### config.mk
export PLATFORM = sky130hd
export DESIGN_NAME = ex_mem_stage_reg
export DESIGN_NICKNAME = d
export VERILOG_FILES = /design/src/rtl/ex_mem_pkg.sv /design/src/rtl/ex_mem_skid_buf.sv /design/src/rtl/ex_mem_stage_reg.sv
export SDC_FILE = /design/constraint.sdc
export NUM_CORES = 1
export LEC_CHECK = 0
export CAP_MARGIN = 20
export CORE_UTILIZATION = 40
export DETAILED_ROUTE_END_ITERATION = 7
export PLACE_DENSITY = 0.75
export SLEW_MARGIN = 10
export SYNTH_ARGS = -nofsm -noshare
export SYNTH_HDL_FRONTEND = slang
export SYNTH_SLANG_ARGS = --single-unit
### constraint.sdc
create_clock -name clk -period 1.59 [get_ports clk]
set_input_delay 0.318 -clock clk [delete_from_list [all_inputs] [get_ports clk]]
set_output_delay 0.318 -clock clk [all_outputs]
set_load 0.05 [all_outputs]
### src/rtl/ex_mem_pkg.sv
// Shared types and constants for the EX/MEM boundary register.
package ex_mem_pkg;

  localparam int EM_DATA_W     = 32;
  localparam int EM_REG_ADDR_W = 4;

  localparam int FLAG_N = 3;
  localparam int FLAG_Z = 2;
  localparam int FLAG_C = 1;
  localparam int FLAG_V = 0;

  typedef struct packed {
    logic [EM_DATA_W-1:0]     alu_result;
    logic [EM_DATA_W-1:0]     st_val;
    logic [EM_REG_ADDR_W-1:0] dest;
    logic                     wb_en;
    logic                     mem_r_en;
    logic                     mem_w_en;
  } ex_mem_entry_t;

  // Encoding is {main_valid, skid_valid}; 2'b01 is unreachable.
  typedef enum logic [1:0] {
    SB_EMPTY = 2'b00,
    SB_ONE   = 2'b10,
    SB_FULL  = 2'b11
  } sb_state_t;

endpackage

### src/rtl/ex_mem_skid_buf.sv
// Two-entry valid/ready skid buffer with synchronous flush; o_ready is decoded
// from state only, so back-pressure never forms a combinational path upstream.
module ex_mem_skid_buf
  import ex_mem_pkg::*;
#(
  parameter type T = ex_mem_entry_t
) (
  input  logic clk,
  input  logic rst_n,
  input  logic i_flush,
  input  logic i_valid,
  output logic o_ready,
  input  T     i_data,
  output logic o_valid,
  input  logic i_ready,
  output T     o_data
);

  sb_state_t r_state, w_state_nxt;
  T          r_main, r_skid;
  logic      w_in_fire, w_out_fire;
  logic      w_ld_main_in, w_ld_main_skid, w_ld_skid;

  assign o_valid    = (r_state != SB_EMPTY);
  assign o_ready    = (r_state != SB_FULL);
  assign o_data     = r_main;
  assign w_in_fire  = i_valid & o_ready;
  assign w_out_fire = o_valid & i_ready;

  always_ff @(posedge clk or negedge rst_n) begin
    if (!rst_n) r_state <= SB_EMPTY;
    else        r_state <= w_state_nxt;
  end

  always_comb begin
    w_state_nxt    = r_state;
    w_ld_main_in   = 1'b0;
    w_ld_main_skid = 1'b0;
    w_ld_skid      = 1'b0;
    if (i_flush) begin
      w_state_nxt = SB_EMPTY;
    end else begin
      case (r_state)
        SB_EMPTY: begin
          if (w_in_fire) begin
            w_state_nxt  = SB_ONE;
            w_ld_main_in = 1'b1;
          end
        end
        SB_ONE: begin
          if (w_in_fire && w_out_fire) begin
            w_ld_main_in = 1'b1;
          end else if (w_in_fire) begin
            w_state_nxt = SB_FULL;
            w_ld_skid   = 1'b1;
          end else if (w_out_fire) begin
            w_state_nxt = SB_EMPTY;
          end
        end
        SB_FULL: begin
          if (w_out_fire) begin
            w_state_nxt    = SB_ONE;
            w_ld_main_skid = 1'b1;
          end
        end
        default: w_state_nxt = SB_EMPTY;
      endcase
    end
  end

  // Payload is left stale on flush/drain; consumers qualify it with o_valid.
  always_ff @(posedge clk or negedge rst_n) begin
    if (!rst_n) begin
      r_main <= '0;
      r_skid <= '0;
    end else begin
      if (w_ld_main_in)        r_main <= i_data;
      else if (w_ld_main_skid) r_main <= r_skid;
      if (w_ld_skid)           r_skid <= i_data;
    end
  end

endmodule

### src/rtl/ex_mem_stage_reg.sv
// EX/MEM pipeline register: skid-buffered entry path plus the NZCV status register.
// Optional forwarding taps are enabled by defining EX_MEM_FWD_EN.
module ex_mem_stage_reg
  import ex_mem_pkg::*;
#(
  // Must match the entry struct widths in ex_mem_pkg.
  parameter int DATA_W     = EM_DATA_W,
  parameter int REG_ADDR_W = EM_REG_ADDR_W
) (
  input  logic                  clk,
  input  logic                  rst_n,
  input  logic                  flush,
  input  logic                  in_valid,
  output logic                  in_ready,
  input  logic [DATA_W-1:0]     in_alu_result,
  input  logic [DATA_W-1:0]     in_st_val,
  input  logic [REG_ADDR_W-1:0] in_dest,
  input  logic                  in_wb_en,
  input  logic                  in_mem_r_en,
  input  logic                  in_mem_w_en,
  input  logic                  in_s_en,
  input  logic [3:0]            in_flags,
  output logic                  out_valid,
  input  logic                  out_ready,
  output logic [DATA_W-1:0]     out_alu_result,
  output logic [DATA_W-1:0]     out_st_val,
  output logic [REG_ADDR_W-1:0] out_dest,
  output logic                  out_wb_en,
  output logic                  out_mem_r_en,
  output logic                  out_mem_w_en,
`ifdef EX_MEM_FWD_EN
  output logic                  fwd_valid,
  output logic [REG_ADDR_W-1:0] fwd_dest,
  output logic [DATA_W-1:0]     fwd_value,
`endif
  output logic [3:0]            status
);

  ex_mem_entry_t w_in_ent, w_head;
  logic          w_in_fire;
  logic [3:0]    r_status;

  assign w_in_ent.alu_result = in_alu_result;
  assign w_in_ent.st_val     = in_st_val;
  assign w_in_ent.dest       = in_dest;
  assign w_in_ent.wb_en      = in_wb_en;
  assign w_in_ent.mem_r_en   = in_mem_r_en;
  assign w_in_ent.mem_w_en   = in_mem_w_en;

  ex_mem_skid_buf #(.T(ex_mem_entry_t)) u_skid (
    .clk     (clk),
    .rst_n   (rst_n),
    .i_flush (flush),
    .i_valid (in_valid),
    .o_ready (in_ready),
    .i_data  (w_in_ent),
    .o_valid (out_valid),
    .i_ready (out_ready),
    .o_data  (w_head)
  );

  assign out_alu_result = w_head.alu_result;
  assign out_st_val     = w_head.st_val;
  assign out_dest       = w_head.dest;
  assign out_wb_en      = w_head.wb_en;
  assign out_mem_r_en   = w_head.mem_r_en;
  assign out_mem_w_en   = w_head.mem_w_en;

  // Flags commit at acceptance; a squashed entry never touches status.
  assign w_in_fire = in_valid & in_ready & ~flush;

  always_ff @(posedge clk or negedge rst_n) begin
    if (!rst_n)                   r_status <= 4'b0000;
    else if (w_in_fire && in_s_en) r_status <= in_flags;
  end

  assign status = r_status;

`ifdef EX_MEM_FWD_EN
  // Loads are excluded: their value is not known until MEM completes.
  assign fwd_valid = out_valid & w_head.wb_en & ~w_head.mem_r_en;
  assign fwd_dest  = fwd_valid ? w_head.dest       : '0;
  assign fwd_value = fwd_valid ? w_head.alu_result : '0;
`endif

endmodule

# Word-level counts from Yosys, hierarchy flattened
# Index checks and enable logic that the tools add are counted.
# Widths: inputs -> output; s select.
[word_totals] elab_cells=50 rom_bits=0 register_bits=148 n_memories=0 ramBits=0 latch_bits=0
[op_classes] bitwise_logic=4 mul=0 div=0 reduce_logical=6 add_sub_neg=0 order_cmp=0 eq_ne=7 mux=19 shifts=0
[op_table] operator="$mux 71" count=2
[op_table] operator="$mux 2" count=6
[op_table] operator="$mux 1" count=9
[op_table] operator="$ne 3x2->1 const B" count=2
[op_table] operator="$pmux 2 s3" count=1
[op_table] operator="$eq 2x2->1 const B" count=2
[op_table] operator="$ne 4x2->1 const B" count=1
[op_table] operator="$reduce_and 4->1" count=1
[op_table] operator="$reduce_bool 2->1" count=2
[op_table] operator="$and 1x1->1" count=3
[op_table] operator="$ne 3x3->1 const B" count=1
[op_table] operator="$logic_and 1x1->1" count=2
[op_table] operator="$logic_not 2->1" count=1
[op_table] operator="$ne 2x2->1 const B" count=1
[op_table] operator="$pmux 1 s2" count=1
[op_table] operator="$not 1->1" count=1

# Depth between registers and ports, before layout
[depth] word_depth=7 mapped_depth=7

# Cells and area by module
# From an unflattened synthesis, not the netlist that was laid out.
[unflattened] cells_unflattened=492 area_unflattened_um2=6642.6
[modules_own_cells] mod="ex_mem_skid_buf" cells_per_inst=483 seq_area_each_um2=3603.5 area_per_inst_um2=6473.7 instances=1
[modules_own_cells] mod="ex_mem_stage_reg" cells_per_inst=9 seq_area_each_um2=100.1 area_per_inst_um2=168.9 instances=1

# Worst setup path after synthesis
# OpenSTA, ideal clock, no wires.
[synth_path] path_type="reg-to-reg" from="register u_skid.r_state[0]" to="register u_skid.r_main, in the netlist u_skid.o_data[0]" period_less_slack_ns=1.818 setup_ns=0.118 path_stages_with_launch=7 t_arrival_ns=1.700 slack_ns=-0.228 path_buffers=1 cell_sequence="dfrtp_1 ha_1 inv_1 nor3_2 nor2_1 buf_2 a21o_1"
[synth_between] elab_chain_cells=7 word_cells_on_any_way=17 cone_classes="eq/ne: 3; mux: 8; bitwise: 2; reduce/logical: 4"
[synth_rtl] item="start: declaration" line_no="ex_mem_skid_buf.sv:19" source="sb_state_t r_state, w_state_nxt;"
[synth_rtl] item="start signal: assignment" line_no="ex_mem_skid_buf.sv:32" source="else r_state <= w_state_nxt;"
[synth_rtl] item="$ne 2x2->1 (*)" line_no="ex_mem_skid_buf.sv:25" source="assign o_ready = (r_state != SB_FULL);"
[synth_rtl] item="named net in_ready" line_no="ex_mem_stage_reg.sv:14" source="output logic in_ready,"
[synth_rtl] item="$and 1x1->1 (*)" line_no="ex_mem_skid_buf.sv:27" source="assign w_in_fire = i_valid & o_ready;"
[synth_rtl] item="$logic_and 1x1->1" line_no="ex_mem_skid_buf.sv:51" source="if (w_in_fire && w_out_fire) begin"
[synth_rtl] item="$mux 1" line_no="ex_mem_skid_buf.sv:51"
[synth_rtl] item="$pmux 1 s2 (*)" line_no="ex_mem_skid_buf.sv:43" source="case (r_state)"
[synth_rtl] item="$mux 1 (*)" line_no="ex_mem_skid_buf.sv:40" source="if (i_flush) begin"
[synth_rtl] item="$mux 71 or $reduce_bool 2->1 (tied branches)"
[synth_rtl] item="end signal: assignment" line_no="ex_mem_skid_buf.sv:77" source="if (w_ld_main_in) r_main <= i_data;"
[synth_rtl] item="end signal: assignment" line_no="ex_mem_skid_buf.sv:78" source="else if (w_ld_main_skid) r_main <= r_skid;"
[synth_rtl] item="end: declaration" line_no="ex_mem_skid_buf.sv:20" source="T r_main, r_skid;"
# The timed path passes the listed nets; every way through them passes the cells marked *.
# A chain may end at the register's enable or synchronous reset.

# Final worst setup path
[layout_path] from="register u_skid.r_state[1]" to="register u_skid.r_main, in the netlist u_skid.o_data[29]"
[layout_between] elab_chain_cells=7 word_cells_on_any_way=17 cone_classes="eq/ne: 3; mux: 8; bitwise: 2; reduce/logical: 4"
[layout_rtl] item="$ne 2x2->1 or $reduce_bool 2->1 (tied branches)" line_no="ex_mem_skid_buf.sv:25, ex_mem_skid_buf.sv:24"
[layout_rtl] item="$and 1x1->1 (on tied branches)" line_no="ex_mem_skid_buf.sv:27, ex_mem_skid_buf.sv:28"
[layout_rtl] item="$logic_and 1x1->1" line_no="ex_mem_skid_buf.sv:51"
[layout_rtl] item="$mux 1" line_no="ex_mem_skid_buf.sv:51"
[layout_rtl] item="$pmux 1 s2" line_no="ex_mem_skid_buf.sv:43"
[layout_rtl] item="$mux 1" line_no="ex_mem_skid_buf.sv:40"
[layout_rtl] item="$mux 71 or $reduce_bool 2->1 (tied branches)"
# Several ways; a longest one is shown, not always the timed one.

==> flow_metrics.tcl <==
set metrics [dict create \
    cts_tree "built" \
    first_global_vias 4817 \
    hold_viol_final 0 \
    utilization_pct 63.6 \
    multi_input_area_sq_mm 0.00245 \
    reg2reg_slack_ns -0.32 \
    std_cell_rows 44 \
    routedWlPerCell_microns 19.9 \
    min_period_over_period_pct 120 \
    synth_edf_count 0 \
    clock_latency_ns 0.42 \
    dp.cells 765 \
    area_growth_pct 53.5 \
    slowest_stage "dfrtp_1" \
    power.density_mw_per_mm2 1990 \
    arrival_ns 2.22 \
    vias_per_cell 5.45 \
    drt_pass1_iterations 7 \
    critPathMaxStageDelay_ns 0.42 \
    start_kind "flip-flop" \
    final_layout_size_suffix_gt1_share_pct 40.5 \
    die_w_microns 125 \
    clockBufferDepth 2 \
    peakVddDrop_v 0.00101 \
    fmax_ghz 0.522 \
    fin_ws_ns -0.324 \
    r2r_cells 9 \
    critPathCaptureType "flip-flop" \
    synth-compound-area-share_pct 19.8 \
    synthMuxAreaShare_pct 13.9 \
    diodes 0 \
    synthFlopType "dfrtp_1" \
    grt_antenna_before_repair 0 \
    grtUsageTotal_pct 20.4 \
    grt_pass1_wl_microns 24900 \
    ys_types 20 \
    cp_common_cell "buf_6" \
    setup_violations 150 \
    syn_area_sq_mm 0.00609 \
    critPathKind "reg2reg" \
    drt_iter0_markers 174 \
    violations "DRC, setup timing" \
    postSynthNetCount 507 \
    synth.area.top_cells "dfrtp_1 (61%), mux2_2 (14%), a22o_1 (10%)" \
    cts.sinks 148 \
    crit_family "buffers and inverters" \
    path_buf_inv 4 \
    skew_ns 0.00770 \
    rr_startpoint "u_skid.r_state[1]" \
    status "complete, but fails checks" \
    register_area_sq_mm 0.00370 \
    cts_root_buf "clkbuf_16" \
    async_flop_share_pct 100 \
    cap_violations 0 \
    overflow 0 \
    rsz0062_at_grt "yes" \
    cts.clk_slew.worst_paths_ns 0.06 \
    crit_required_ns 1.90 \
    min_period_ns 1.91 \
    drt-total-wl_microns 16400 \
    ys_seq_area_share_pct 60.8 \
    slew_headroom_pct 76.4 \
    avgSynthCellArea_sq_um 14.4 \
    cts-buffers-inserted 17 \
    yosys.area_share.adder_pct 0.822 \
    dieArea_sq_mm 0.0157 \
    crit_chain "inv_2 > ha_4 > buf_6 > nand2b_4 > nor3_4 > buf_6 > nor2_4 > clkbuf_16 > a21o_1" \
    initial_core_util_pct 41.4 \
    crit_fanout 14 \
    synth_commonest_cells "dfrtp_1 (148), mux2_2 (75), a21o_1 (71), a22o_1 (71), buf_2 (21)" \
    synth_top_family_by_area "compound AO/OA/AOI/OAI gates" \
    drc_errors 9 \
    slew_viol_final 0 \
    core_region_area_sq_mm 0.0147 \
    worst_pin_slew_ns 0.353 \
    grt_max_degree 57 \
    synthXorXnorAreaFrac_pct 0 \
    netlist_instances 422 \
    fill_cells 1060 \
    io_pins 158 \
    yosys_warnings 0 \
    fin_cells 824 \
    synth-simple-area-share_pct 1.38 \
    p_leak_nw 4.78 \
    dp_hpwl_microns 9580 \
    gp_congestion 0.777 \
    cts-htree-levels 4 \
    ant_nets 0 \
    fin_tns_setup_ns -38.97 \
    r2r-end "u_skid.o_data[29]" \
    synth.largest_area_cell "dfrtp_1" \
    synth_top_area_share_pct 60.8 \
    vias 4491 \
    fp.dieH_microns 125 \
    whs_ns 0.357 \
    synth.ff_latch_count 148 \
    portBuffers 157 \
    nets 712 \
    min_path_type "in2async" \
    yosysMostFrequentCell "dfrtp_1" \
]
## metrics by stage
stage,cell area [sq um],setup slack (ns),total power (W)
floorplan,6110,-0.187,0.0109
global placement,8020,-0.531,0.0134
detailed placement,8020,-0.559,0.0136
CTS,9040,-0.256,0.0183
global route,9350,-0.393,0.0194
finish,9350,-0.324,0.0186
## registers in the layout, indices dropped and copies added (netlist names)
| register | count |
|---|---|
| status | 4 |
| u_skid.r_skid | 71 |
| u_skid.o_data | 71 |
| u_skid.r_state | 2 |
## power breakdown
group | internal (W) | switching [W] | total [W]
logic | 0.00357 | 0.00439 | 0.00796
registers | 0.00545 | 0.00102 | 0.00647
clock network | 0.00265 | 0.00154 | 0.00419
total | 0.0117 | 0.00695 | 0.0186
## logic make-up (layout without fill, tap and decap cells)
logic type / count (synthesis) / in the layout
AO/OA/AOI/OAI: 150 / 150
flip-flops: 148 / 148
multiplexers: 75 / 75
buffers and inverters: 32 / 250
AND/OR/NAND/NOR: 13 / 13
adder cells (fa/ha/maj): 4 / 4
## worst max path at each step
stage                 startpoint           endpoint  slack (ns)  depth (start not counted)
2_1_floorplan  u_skid.r_state[1]   u_skid.o_data[0]       -0.19                          6
3_3_place_gp            in_valid          status[3]       -0.53                          6
3_5_place_dp            in_valid          status[2]       -0.56                          6
4_1_cts        u_skid.r_state[0]  u_skid.r_skid[31]       -0.26                          7
5_1_grt        u_skid.r_state[1]  u_skid.o_data[49]       -0.39                          9
6_report       u_skid.r_state[1]  u_skid.o_data[29]       -0.32                          9
## layout by cell type (no fill, tap or decap), types with 2 or more instances in the layout
cell / count
a21o_1: 71
buf_6: 14
a21oi_2: 2
clkinv_4: 2
clkinvlp_4: 5
clkinv_2: 5
nor2_1: 2
buf_4: 86
buf_8: 3
ha_2: 2
nand3_1: 2
bufinv_16: 4
dfrtp_1: 148
inv_2: 2
buf_12: 22
nor3_4: 2
a22o_1: 71
mux2_2: 27
buf_16: 2
clkdlybuf4s50_1: 79
nor2_4: 2
clkbuf_16: 24
mux2_4: 48
nand2b_4: 2
## what timing repair did
item	4_1_cts	5_1_grt
setup endpoints to repair	150	150
cloned	3	7
setup buffers	14	6
hold buffers	1	0
endpoints found under the hold margin	29	0
pin swaps	15	22
gates resized for setup	63	34
## cell type report
type	instances	area share [%]
sequential	148	39.6
clock inverter	14	1.98
timing repair buffer	214	24.8
clock buffer	18	4.70
tap	184	2.46
inverter	4	0.241
multi-input combinational	242	26.2
## worst reg2reg max path: cells and delay by family (launching register included)
kind,cells,cell delay [ns]
AO/OA/AOI/OAI,1,0.18
adder cells (fa/ha/maj),1,0.17
buffers and inverters,4,0.54
AND/OR/NAND/NOR,3,0.50
flip-flops,1,0.42
## metal layers
| metal | vias to the layer above | track usage [%] | routed length [microns] |
|---|---|---|---|
| met1 | 2336 | 23.6 | 6970 |
| met3 | 27 | 6.20 | 867 |
| li1 | 1989 | - | - |
| met4 | 0 | 8.68 | 342 |
| met5 | - | 0 | 0 |
| met2 | 139 | 35.2 | 8230 |
No activity file was read; power rests on OpenSTA's default activity.
